==> src/rtl/uart_rx_cfg.sv <==
// uart_rx_cfg: parametrised UART receiver (5..9 data bits, none/even/odd parity,
// 1 or 2 stop bits) with 3-sample majority voting and parity / framing / break
// reporting. Sits between the board RX pin and the byte-level command parser.
//
// Parameters:
//   CLKS_PER_BIT  clk cycles per UART bit (>= 4)
//   DATA_BITS     data bits per frame, 5..9, LSB first
//   PARITY        0 = none, 1 = even, 2 = odd
//   STOP_BITS     1 or 2
//
// Ports:
//   clk           system clock, rising edge
//   rst           synchronous active-high reset
//   i_rx_s        asynchronous serial line, idles high
//   o_Rx_DV       one-cycle strobe: frame complete, outputs below valid
//   o_Rx_Data     received word, held until the next strobe
//   o_Parity_Err  parity mismatch on the last frame (held)
//   o_Frame_Err   a stop bit was sampled low on the last frame (held)
//   o_Break       all data bits, parity bit and first stop bit were 0 (held)
module uart_rx_cfg #(
  parameter int unsigned CLKS_PER_BIT = 87,
  parameter int unsigned DATA_BITS    = 8,
  parameter int unsigned PARITY       = 0,
  parameter int unsigned STOP_BITS    = 1
) (
  input  logic                 clk,
  input  logic                 rst,
  input  logic                 i_rx_s,
  output logic                 o_Rx_DV,
  output logic [DATA_BITS-1:0] o_Rx_Data,
  output logic                 o_Parity_Err,
  output logic                 o_Frame_Err,
  output logic                 o_Break
);

  localparam int unsigned Mid  = (CLKS_PER_BIT - 1) / 2;
  localparam int unsigned CntW = $clog2(CLKS_PER_BIT);
  localparam int unsigned IdxW = 4;

  localparam logic [CntW-1:0] CntLast = CntW'(CLKS_PER_BIT - 1);
  localparam logic [CntW-1:0] SmpA    = CntW'(Mid - 1);
  localparam logic [CntW-1:0] SmpB    = CntW'(Mid);
  localparam logic [CntW-1:0] SmpC    = CntW'(Mid + 1);
  localparam logic [IdxW-1:0] LastData = IdxW'(DATA_BITS - 1);
  localparam logic [IdxW-1:0] LastStop = IdxW'(STOP_BITS - 1);
  localparam logic            HasPar   = (PARITY != 0);
  localparam logic            OddPar   = (PARITY == 2);

  typedef enum logic [2:0] {
    StIdle     = 3'd0,
    StStart    = 3'd1,
    StData     = 3'd2,
    StParity   = 3'd3,
    StStop     = 3'd4,
    StCleanup  = 3'd5,
    StWaitHigh = 3'd6
  } state_e;

  state_e state_q, state_d;

  logic                 rx_q1, rx_sync;
  logic [CntW-1:0]      cnt_q, cnt_d;
  logic [IdxW-1:0]      idx_q, idx_d;
  logic [1:0]           smp_q, smp_d;
  logic [DATA_BITS-1:0] shift_q, shift_d;
  logic                 par_bit_q, par_bit_d;
  logic                 stop0_q, stop0_d;
  logic                 perr_q, perr_d;
  logic                 ferr_q, ferr_d;

  logic                 rx_dv_q, rx_dv_d;
  logic [DATA_BITS-1:0] rx_data_q, rx_data_d;
  logic                 par_err_q, par_err_d;
  logic                 frame_err_q, frame_err_d;
  logic                 break_q, break_d;

  logic                 cnt_last, at_dec, maj, in_bit, exp_par, first_stop_lo;
  logic [CntW-1:0]      cnt_inc;

  assign cnt_last = (cnt_q == CntLast);
  assign cnt_inc  = cnt_last ? '0 : cnt_q + 1'b1;
  assign at_dec   = (cnt_q == SmpC);
  // Third sample is the live rx_sync at MID+1; the first two were captured earlier.
  assign maj      = (smp_q[0] & smp_q[1]) | (smp_q[0] & rx_sync) | (smp_q[1] & rx_sync);
  assign in_bit   = (state_q == StStart) || (state_q == StData) ||
                    (state_q == StParity) || (state_q == StStop);
  assign exp_par  = (^shift_q) ^ OddPar;
  // With one stop bit the first stop bit is the one being decided right now.
  assign first_stop_lo = (idx_q == '0) ? ~maj : ~stop0_q;

  always_comb begin
    state_d     = state_q;
    cnt_d       = cnt_q;
    idx_d       = idx_q;
    smp_d       = smp_q;
    shift_d     = shift_q;
    par_bit_d   = par_bit_q;
    stop0_d     = stop0_q;
    perr_d      = perr_q;
    ferr_d      = ferr_q;
    rx_dv_d     = 1'b0;
    rx_data_d   = rx_data_q;
    par_err_d   = par_err_q;
    frame_err_d = frame_err_q;
    break_d     = break_q;

    if (in_bit) begin
      cnt_d = cnt_inc;
      if (cnt_q == SmpA) smp_d[0] = rx_sync;
      if (cnt_q == SmpB) smp_d[1] = rx_sync;
    end

    unique case (state_q)
      StIdle: begin
        cnt_d = '0;
        idx_d = '0;
        if (!rx_sync) begin
          state_d   = StStart;
          shift_d   = '0;
          par_bit_d = 1'b0;
          stop0_d   = 1'b0;
          perr_d    = 1'b0;
          ferr_d    = 1'b0;
        end
      end

      StStart: begin
        if (at_dec && maj) begin
          // Start bit did not hold low through the sample window: treat as glitch.
          state_d = StIdle;
          cnt_d   = '0;
        end else if (cnt_last) begin
          state_d = StData;
        end
      end

      StData: begin
        // LSB-first shift from the top; after DATA_BITS shifts bit i sits at index i.
        if (at_dec) shift_d = {maj, shift_q[DATA_BITS-1:1]};
        if (cnt_last) begin
          if (idx_q == LastData) begin
            idx_d   = '0;
            state_d = HasPar ? StParity : StStop;
          end else begin
            idx_d = idx_q + 1'b1;
          end
        end
      end

      StParity: begin
        if (at_dec) begin
          par_bit_d = maj;
          if (maj != exp_par) perr_d = 1'b1;
        end
        if (cnt_last) state_d = StStop;
      end

      StStop: begin
        if (at_dec && (idx_q == LastStop)) begin
          // Final stop bit: report now rather than waiting out the bit, so an
          // early start bit of the next frame is not missed.
          rx_dv_d     = 1'b1;
          rx_data_d   = shift_q;
          par_err_d   = perr_q;
          frame_err_d = ferr_q | ~maj;
          break_d     = (shift_q == '0) && (!HasPar || !par_bit_q) && first_stop_lo;
          state_d     = (ferr_q | ~maj) ? StWaitHigh : StCleanup;
          cnt_d       = '0;
          idx_d       = '0;
        end else begin
          if (at_dec) begin
            if (!maj) ferr_d = 1'b1;
            if (idx_q == '0) stop0_d = maj;
          end
          if (cnt_last) idx_d = idx_q + 1'b1;
        end
      end

      StCleanup: begin
        state_d = StIdle;
      end

      StWaitHigh: begin
        // A held-low line (break) must produce only one strobe.
        if (rx_sync) state_d = StIdle;
      end

      default: begin
        state_d = StIdle;
        cnt_d   = '0;
        idx_d   = '0;
      end
    endcase
  end

  always_ff @(posedge clk) begin
    if (rst) begin
      rx_q1       <= 1'b1;
      rx_sync     <= 1'b1;
      state_q     <= StIdle;
      cnt_q       <= '0;
      idx_q       <= '0;
      smp_q       <= '0;
      shift_q     <= '0;
      par_bit_q   <= 1'b0;
      stop0_q     <= 1'b0;
      perr_q      <= 1'b0;
      ferr_q      <= 1'b0;
      rx_dv_q     <= 1'b0;
      rx_data_q   <= '0;
      par_err_q   <= 1'b0;
      frame_err_q <= 1'b0;
      break_q     <= 1'b0;
    end else begin
      rx_q1       <= i_rx_s;
      rx_sync     <= rx_q1;
      state_q     <= state_d;
      cnt_q       <= cnt_d;
      idx_q       <= idx_d;
      smp_q       <= smp_d;
      shift_q     <= shift_d;
      par_bit_q   <= par_bit_d;
      stop0_q     <= stop0_d;
      perr_q      <= perr_d;
      ferr_q      <= ferr_d;
      rx_dv_q     <= rx_dv_d;
      rx_data_q   <= rx_data_d;
      par_err_q   <= par_err_d;
      frame_err_q <= frame_err_d;
      break_q     <= break_d;
    end
  end

  assign o_Rx_DV      = rx_dv_q;
  assign o_Rx_Data    = rx_data_q;
  assign o_Parity_Err = par_err_q;
  assign o_Frame_Err  = frame_err_q;
  assign o_Break      = break_q;

endmodule

==> config.mk <==
export PLATFORM = sky130hd
export DESIGN_NAME = uart_rx_cfg
export DESIGN_NICKNAME = d
export VERILOG_FILES = /design/src/rtl/uart_rx_cfg.sv
export SDC_FILE = /design/constraint.sdc
export NUM_CORES = 1
export LEC_CHECK = 0
export CORE_ASPECT_RATIO = 2
export CORE_UTILIZATION = 58
export CTS_CLUSTER_SIZE = 8
export DETAILED_ROUTE_END_ITERATION = 16
export GPL_ROUTABILITY_DRIVEN = 0
export HOLD_SLACK_MARGIN = 0.08
export PLACE_DENSITY = 0.8
export SKIP_LAST_GASP = 1
export SYNTH_ARGS = -nofsm -noshare
export SYNTH_HDL_FRONTEND = slang
export SYNTH_SLANG_ARGS = --single-unit
==> constraint.sdc <==
create_clock -name clk -period 2.36 [get_ports clk]
set_clock_uncertainty 0.1 [all_clocks]
set_input_delay 0.708 -clock clk [delete_from_list [all_inputs] [get_ports clk]]
set_output_delay 0.708 -clock clk [all_outputs]
set_load 0.1 [all_outputs]
# Yosys cells after proc, flatten, opt, wreduce, memory -nomap -nowiden

Cells that the tools add are included.

Add/sub/neg operators: 2
Eq/ne operators: 27
Muxes and demuxes: 37
Bitwise logic cells: 10
Reduce and logical (&&, ||, !) cells: 25

Operators with widths:

| operator                                                               | number |
|---|---|
| 7-bit 2-to-1 mux                                                       | 4 |
| 3-bit 2-to-1 mux                                                       | 8 |
| 7-bit by 6-bit equality test with 1-bit output (second input constant) | 3 |
| 7-bit case mux with 3 select lines                                     | 1 |
| 2-bit != test (second input constant)                                  | 9 |
| 3-bit case mux with 6 select lines                                     | 1 |
| 4-bit 2-to-1 mux                                                       | 4 |
| 8-bit 2-to-1 mux                                                       | 2 |
| 8-bit case mux with 2 select lines                                     | 1 |
| 4-bit case mux with 3 select lines                                     | 1 |
| 1-bit 2-to-1 mux                                                       | 11 |
| 5-bit AND reduction                                                    | 2 |
| 3-bit equality test (second input constant)                            | 3 |
| 8-bit logical NOT                                                      | 1 |
| 2-bit by 1-bit != test with 1-bit output (second input constant)       | 4 |
| 4-bit OR reduction                                                     | 2 |
| 8-bit parity                                                           | 1 |
| 7-bit by 1-bit adder with 7-bit output (second input constant)         | 1 |
| 7-bit equality test (second input constant)                            | 1 |
| 7-bit AND reduction                                                    | 1 |
| 3-bit by 2-bit equality test with 1-bit output (second input constant) | 2 |
| 3-bit by 2-bit != test with 1-bit output (second input constant)       | 2 |
| 1-bit case mux with 2 select lines                                     | 3 |
| 2-bit AND reduction                                                    | 3 |
| other kinds (16)                                                       | 30 |

Register bits: 41
Input bits: 3
Output and inout bits: 12
Logic and storage cells: 117

# Longest topological paths before layout

Gate-level depths: netlist (run 1).

Word-level depth: 8
Mapped depth: 8
Mapped depth without buffers: 7

# Worst setup path after synthesis (run 1)

OpenSTA, ideal clock, no wires.

Path kind: reg2reg
Start: register idx_q[0]
End: register cnt_q[4]
Library setup time: 132 ps
Data arrival time: 1542 ps
Data required time: 2128 ps
Setup slack: 586 ps
Stages on the path, launching flop included: 8
Buffers on the path: 0
Period minus slack after synthesis: 1774 ps
Cells stage by stage: dfxtp_1 inv_1 ha_1 nor3b_2 nor3b_1 o21ai_1 a31oi_2 nor3_1

Cells in the longest elaborated chain, start to end: 4

RTL lines:

| item                               | RTL line | RTL |
|---|---|---|
| from (decl)                        | 63       | `logic [IdxW-1:0] idx_q, idx_d;` |
| from (signal assigned)             | 219      | `idx_q <= idx_d;` |
| 4-bit logical NOT                  | 159      | `if (at_dec && (idx_q == LastStop)) begin` |
| 1-bit logical AND                  | 159      |  |
| 7-bit 2-to-1 mux                   | 159      |  |
| 7-bit case mux with 3 select lines | 113      | `unique case (state_q)` |
| to (signal assigned)               | 218      | `cnt_q <= cnt_d;` |
| to (decl)                          | 62       | `logic [CntW-1:0] cnt_q, cnt_d;` |

No other way between the ends.
A chain may end at the register's enable or synchronous reset.

# Worst setup path after layout (run 1)

Start: register state_q[1]
End: register state_q[1]

Cells in the longest elaborated chain, start to end: 3
Elaborated cells between the ends (all ways): 15
Classes of those cells: eq/ne: 12; mux: 1; reduce/logical: 2

RTL lines:

| item                                                                       | RTL line | RTL |
|---|---|---|
| from (decl)                                                                | 59       | `state_e state_q, state_d;` |
| from (signal assigned)                                                     | 200      | `state_q <= StIdle;` |
| from (signal assigned)                                                     | 217      | `state_q <= state_d;` |
| 3-bit by 1-bit equality test with 1-bit output (tied with other cells)     | 113      |  |
| 3-bit by 2-bit != test with 1-bit output (no line) (tied with other cells) | n/a      |  |
| 7-bit AND reduction (no line)                                              | n/a      |  |

Several ways; a longest one is shown, not always the timed one.

==> results.py, run 1 <==
metrics = {
    "cts": {
        "clkTransAtPathRegs_ns": 0.07,
        "cts_tree": "done",
        "post_cts_buffers": 0,
        "ctsResizeCount": 0,
        "clockBufferDepth": 2,
        "holdBufCountCts": 0,
        "h-tree-depth": 2,
        "cts_sinks": 40,
        "clkLatencyLatePin_ns": 0.29,
        "cts_made_buffers": 5,
        "ctsRootBufferMaster": "clkbuf_8",
    },
    "logic_synthesis": {
        "synth_area_mm2": 0.00211,
        "muxShareOfSynthArea_pct": 1.48,
        "synth_top_family_by_area": "simple AND/OR/NAND/NOR gates",
        "synth_compound_area_share_pct": 17.6,
        "ys_seq_area_share_pct": 38.0,
        "synth_edf_count": 0,
        "ys_ff_latch": 40,
        "syn-num-nets": 270,
        "synth_ff_type": "dfxtp_1",
        "synth_cells": 258,
        "synth_fa_ha_area_share_pct": 5.88,
        "yosysWarnings": 0,
        "synthXorXnorAreaFrac_pct": 4.57,
        "yosysUniqueCellTypes": 53,
        "synth-simple-area-share_pct": 27.0,
        "ys_async_sr_fraction_pct": 0,
        "syn_area_per_cell_um2": 8.17,
    },
    "worst_setup_path": {
        "r2r_start": "state_q[1]$_SDFFE_PP0P_",
        "cp_max_fo": 19,
        "reg2regPathDepth": 4,
        "r2r_setup_slack_ns": 0.19,
        "required_ns": 2.44,
        "startpoint_type": "flop",
        "arrival_ns": 2.25,
        "cp-endpoint": "state_q[1]$_SDFFE_PP0P_",
        "crit_type": "flop to flop",
        "worstSetupEndpointType": "flop",
        "r2r-end": "state_q[1]$_SDFFE_PP0P_",
        "crit_start": "state_q[1]$_SDFFE_PP0P_",
    },
    "sta": {
        "setup_viol_count_final": 0,
        "slew_viol_final": 0,
        "fin_crit_ns": 2.17,
        "final_hold_viol_count": 0,
        "relSlewSlack_pct": 54.9,
        "tns_ns": 0,
        "fmax_mhz": 462,
        "tightest_slew_ns": 0.676,
        "finalCritPeriodShare_pct": 91.7,
        "grt_setup_unrepaired": "false",
    },
    "final_layout": {
        "diodes": 0,
        "areaGrowthSynthToFinish_pct": 13.7,
        "final_cells": 324,
        "layout.nets": 287,
        "layout-drive-gt1-share_pct": 13.8,
        "fillers": 294,
    },
    "worst_hold_path": {
        "hp-class": "flop to flop",
    },
    "power_and_ir_drop": {
        "p_total_w": 0.00128,
        "power_density_mw_per_mm2": 535,
        "peakVddDrop_uv": 560,
        "power_leakage_nw": 0.855,
    },
    "detailed_routing": {
        "wl_per_cell_um": 14.6,
        "wl_um": 4740,
        "avgViaCountPerCell": 5.66,
        "num_vias": 1835,
        "route.detailed.drc": 0,
        "drtAntennaViolNets": 0,
        "drt-pass1-iter-count": 6,
        "drt-initial-drc-count": 67,
    },
    "outcome": {
        "status": "complete, no violations",
    },
    "global_routing": {
        "grtUsageMet3_pct": 4.77,
        "grt_pass1_wl_um": 7910,
        "met2_usage_pct": 53.2,
        "track_usage_pct": 27.4,
        "overflow": 0,
        "grt_pass1_vias": 1862,
        "grt_max_degree": 20,
        "use_met1_pct": 24.1,
        "antenna_found_initial": 0,
        "busiest_layer": "met2",
    },
    "placed_design": {
        "dp_cells": 316,
        "hpwl_um": 3590,
        "port_buffers": 14,
    },
    "floorplan": {
        "pin_count": 15,
        "die_area_mm2": 0.00389,
        "initial_utilization_pct": 61.7,
        "coreArea_mm2": 0.00342,
        "core.rowCount": 30,
        "die_h_um": 87.2,
        "fp.dieW_um": 44.6,
    },
    "flow_run": {
        "drv_cap": 0,
    },
}
==> state kept, by name, indices dropped and copies added (netlist names), 2 cells and up <==
signal	cells
idx_q	4
smp_q	2
o_Rx_Data	8
shift_q	8
state_q	3
cnt_q	7
==> cells in the mapped netlist, types with 3 or more instances <==
| cell | count | area share [%] |
|---|---|---|
| xor2_1 | 3 | 1.2 |
| nor2b_1 | 4 | 1.2 |
| o21ai_0 | 4 | 0.95 |
| nand2_1 | 38 | 6.8 |
| ha_1 | 9 | 5.3 |
| inv_1 | 14 | 2.5 |
| nand4_1 | 7 | 2.1 |
| a31oi_1 | 3 | 0.89 |
| nand3_1 | 15 | 3.6 |
| buf_2 | 4 | 0.95 |
| dfxtp_1 | 40 | 38 |
| nor3_1 | 9 | 2.1 |
| and2_1 | 3 | 0.89 |
| nand3b_1 | 4 | 1.4 |
| xnor2_1 | 8 | 3.3 |
| a21oi_1 | 26 | 6.2 |
| nor2_1 | 16 | 2.9 |
| clkbuf_1 | 8 | 1.4 |
==> cells by family (layout without fill, tap and decap cells) <==
logic type / Yosys count / count (layout)
AO/OA/AOI/OAI: 54 / 54
multiplexers: 3 / 3
XOR/XNOR: 11 / 11
buffers and inverters: 28 / 46
AND/OR/NAND/NOR: 112 / 112
adder cells (fa/ha/maj): 10 / 10
flip-flops: 40 / 40
==> critical path: stages (launching register included) <==
cell	delay [ns]
dfxtp_1	0.76
nor2b_1	0.47
o21a_1	0.26
o21bai_1	0.14
mux2_1	0.33
==> metal layers <==
layer / up-vias / routed length, um
li1: 938 / -
met1: 855 / 1710
met3: 9 / 110
met5: - / 0
met2: 33 / 2780
met4: 0 / 133
==> power by group <==
| group | total (W) | switching [W] | leakage [nW] | internal (W) |
|---|---|---|---|---|
| registers | 0.000680 | 0.00000327 | 0.323 | 0.000677 |
| clock network | 0.000551 | 0.000237 | 0.0552 | 0.000314 |
| logic | 0.0000512 | 0.0000309 | 0.477 | 0.0000203 |
| total | 0.00128 | 0.000271 | 0.855 | 0.00101 |
==> layout make-up <==
| cell class | instances | area, um2 | area share (%) |
|---|---|---|---|
| multi-input combinational | 190 | 1190 | 49.8 |
| tap | 48 | 60.1 | 2.51 |
| sequential | 40 | 801 | 33.4 |
| clock inverter | 2 | 35.0 | 1.46 |
| clock buffer | 6 | 72.6 | 3.03 |
| inverter | 15 | 56.3 | 2.35 |
| timing repair buffer | 23 | 178 | 7.42 |
==> cells in the final DEF (no fill, tap or decap), drive strengths merged, types with 2 or more instances in the layout <==
master,count
nor3,9
nand3b,4
nand2,38
a21oi,26
and2,3
xnor2,8
and4bb,2
or3,2
clkbuf,6
nor3b,2
o21ai,6
inv,15
mux2i,2
and3,2
nand4,7
a41oi,2
or2,3
xor2,3
buf,21
nor2,17
nand3,16
o211ai,2
ha,9
dfxtp,40
nor2b,4
clkdlybuf4s50,2
a31oi,4
==> worst min-delay path by stage <==
stage                           from                  to  slack [ns]  depth (start not counted)
detailed placement  rx_q1$_SDFF_PP1_  rx_sync$_SDFF_PP1_        0.30                          1
global route        rx_q1$_SDFF_PP1_  rx_sync$_SDFF_PP1_        0.33                          1
global placement    rx_q1$_SDFF_PP1_  rx_sync$_SDFF_PP1_        0.30                          1
CTS                 rx_q1$_SDFF_PP1_  rx_sync$_SDFF_PP1_        0.32                          1
floorplan           rx_q1$_SDFF_PP1_  rx_sync$_SDFF_PP1_        0.29                          1
finish              rx_q1$_SDFF_PP1_  rx_sync$_SDFF_PP1_        0.31                          1
==> per-stage QoR <==
| step | setup slack [ns] | util (%) | area (um2) | hold slack (ns) |
|---|---|---|---|---|
| floorplan | 0.586 | - | 2110 | 0.289 |
| global placement | 0.273 | 67.0 | 2290 | 0.298 |
| detailed placement | 0.234 | 67.0 | 2290 | 0.298 |
| CTS | 0.226 | 70.1 | 2390 | 0.319 |
| global route | 0.0946 | 70.1 | 2390 | 0.334 |
| finish | 0.195 | 70.1 | 2390 | 0.314 |
Note: power is estimated with default switching activity, not from simulation.
==> run 2: changes to the inputs <==
--- a/config.mk
+++ b/config.mk
@@ -6,12 +6,12 @@
 export NUM_CORES = 1
 export LEC_CHECK = 0
 export CORE_ASPECT_RATIO = 2
-export CORE_UTILIZATION = 58
+export CORE_UTILIZATION = 45
 export CTS_CLUSTER_SIZE = 8
 export DETAILED_ROUTE_END_ITERATION = 16
 export GPL_ROUTABILITY_DRIVEN = 0
 export HOLD_SLACK_MARGIN = 0.08
-export PLACE_DENSITY = 0.8
+export PLACE_DENSITY = 0.65
 export SKIP_LAST_GASP = 1
 export SYNTH_ARGS = -nofsm -noshare
 export SYNTH_HDL_FRONTEND = slang
==> results.py, run 2 (synthesized netlist as in run 1, its figures left out) <==
metrics = {
    "power_and_ir_drop": {
        "p_sw_share_pct": 21.4,
        "power_frac_seq_pct": 53.1,
        "power_leakage_nw": 0.849,
        "pwr-share-clk_pct": 43.1,
        "power_density_mw_per_mm2": 535,
        "combPwrFrac_pct": 3.9,
        "p_sw_w": 0.000274,
        "p_total_w": 0.00128,
        "peakVddDrop_uv": 514,
        "intPower_w": 0.00101,
    },
    "flow_run": {
        "drv_cap": 0,
    },
    "cts": {
        "clockBufferDepth": 2,
        "cts_made_buffers": 5,
        "clkTransAtPathRegs_ns": 0.08,
        "ctsResizeCount": 0,
        "holdBufCountCts": 0,
        "clkLatencyLatePin_ns": 0.29,
        "post_cts_buffers": 0,
        "ctsRootBufferMaster": "clkbuf_8",
        "h-tree-depth": 2,
        "cts_tree": "done",
        "cts_sinks": 40,
    },
    "global_routing": {
        "grt_pass1_wl_um": 7980,
        "grt_pass1_vias": 1759,
        "track_usage_pct": 21.0,
        "grt_max_degree": 18,
        "antenna_found_initial": 0,
        "overflow": 0,
    },
    "worst_setup_path": {
        "arrival_ns": 2.16,
        "worstSetupEndpointType": "flop",
        "required_ns": 2.48,
        "worst-path-buf-inv": 0,
        "cp_max_fo": 17,
        "cpMaxStageDelayCell": "dfxtp_1",
        "critPathMaxStageDelay_ns": 0.73,
        "cp_top_family": "flip-flops",
        "critical_path.cell_chain": "nor2_1 -> a221oi_2 -> nand4_1 -> a31oi_1",
        "crit_type": "flop to flop",
        "startpoint_type": "flop",
    },
    "detailed_routing": {
        "wl_um": 4680,
        "avgViaCountPerCell": 5.60,
        "wl_per_cell_um": 14.2,
        "route.detailed.drc": 0,
        "drt-initial-drc-count": 49,
        "drt-pass1-iter-count": 4,
        "drtAntennaViolNets": 0,
        "num_vias": 1841,
    },
    "sta": {
        "finalCritPeriodShare_pct": 86.4,
        "slew_viol_final": 0,
        "tightest_slew_ns": 0.630,
        "setup_viol_count_final": 0,
        "relSlewSlack_pct": 57.9,
        "final_hold_viol_count": 0,
        "fmax_mhz": 490,
        "fin_crit_ns": 2.04,
        "grt_setup_unrepaired": "false",
        "tns_ns": 0,
    },
    "final_layout": {
        "fillers": 452,
        "layout.nets": 286,
        "diodes": 0,
        "layout_common_cells": "dfxtp_1 (40), nand2_1 (38), a21oi_1 (26), buf_4 (20), nor2_1 (16)",
        "design_area_mm2": 0.00240,
        "mostFrequentLayoutCell": "dfxtp_1",
        "layout-drive-gt1-share_pct": 13.8,
        "multi_input_comb_area_mm2": 0.00119,
        "final_cells": 329,
        "areaGrowthSynthToFinish_pct": 13.8,
        "ff_latch_area_um2": 801,
        "fin_util_pct": 54.2,
    },
    "floorplan": {
        "core.rowCount": 34,
        "initial_utilization_pct": 47.6,
        "pin_count": 15,
        "die_h_um": 98.8,
        "fp.dieW_um": 50.4,
        "coreArea_mm2": 0.00442,
        "die_area_mm2": 0.00498,
    },
    "placed_design": {
        "hpwl_um": 3530,
        "port_buffers": 14,
        "place_area_mm2": 0.00229,
        "dp_cells": 321,
    },
    "worst_hold_path": {
        "hp-class": "flop to flop",
    },
    "outcome": {
        "status": "complete, no violations",
    },
}
run 2: cell count changes in the layout (fill, tap and decap cells not counted), sizes merged:
cell	before	now
clkinvlp	0	1
clkbuf	6	5
buf	21	20
run 2: worst register-to-register path, delay by kind of cell, from the launching register on:
family           cells  cell delay, ns
flip-flops           1            0.73
AO/OA/AOI/OAI        2            0.73
AND/OR/NAND/NOR      2            0.41
run 2: stage by stage:
stage	hold WS [ns]	setup WS [ns]
floorplan	0.289	0.586
global placement	0.305	0.322
detailed placement	0.304	0.270
CTS	0.316	0.337
global route	0.327	0.154
finish	0.312	0.320
run 2: power by group through the flow:
| stage | registers, W | logic (W) | clock network [W] |
|---|---|---|---|
| 6_report | 0.000681 | 0.0000496 | 0.000552 |
| 5_1_grt | 0.000681 | 0.0000539 | 0.000609 |
| 4_1_cts | 0.000680 | 0.0000495 | 0.000576 |
| 3_5_place_dp | 0.000696 | 0.0000491 | 0 |
| 3_3_place_gp | 0.000696 | 0.0000487 | 0 |
| 2_1_floorplan | 0.000694 | 0.0000358 | 0 |
run 2: layout make-up:
cell class / count / share of cell area, %
Clock inverter: 3 / 1.77
Clock buffer: 5 / 2.87
Sequential cell: 40 / 33.4
Tap cell: 54 / 2.82
Multi-Input combinational cell: 190 / 49.7
Timing Repair Buffer: 22 / 7.09
Inverter: 15 / 2.35
run 2: worst paths after layout:
check / startpoint / end / slack, ns / depth (start not counted)
worst max-delay path: state_q[0]$_SDFFE_PP0P_ / idx_q[2]$_SDFFE_PP0P_ / 0.32 / 4
worst min-delay path: rx_q1$_SDFF_PP1_ / rx_sync$_SDFF_PP1_ / 0.31 / 1
worst min register to register: rx_q1$_SDFF_PP1_ / rx_sync$_SDFF_PP1_ / 0.31 / 1
worst max register to register: state_q[0]$_SDFFE_PP0P_ / idx_q[2]$_SDFFE_PP0P_ / 0.32 / 4
run 2: layer usage:
layer	share of wire [%]	vias up	GRT usage, %	wire (um)
met5	0	-	0	0
met4	2.8	0	11.1	129
met3	1.9	9	3.24	87
met2	57	25	40.1	2690
met1	38	872	20.4	1770
li1	-	935	-	-
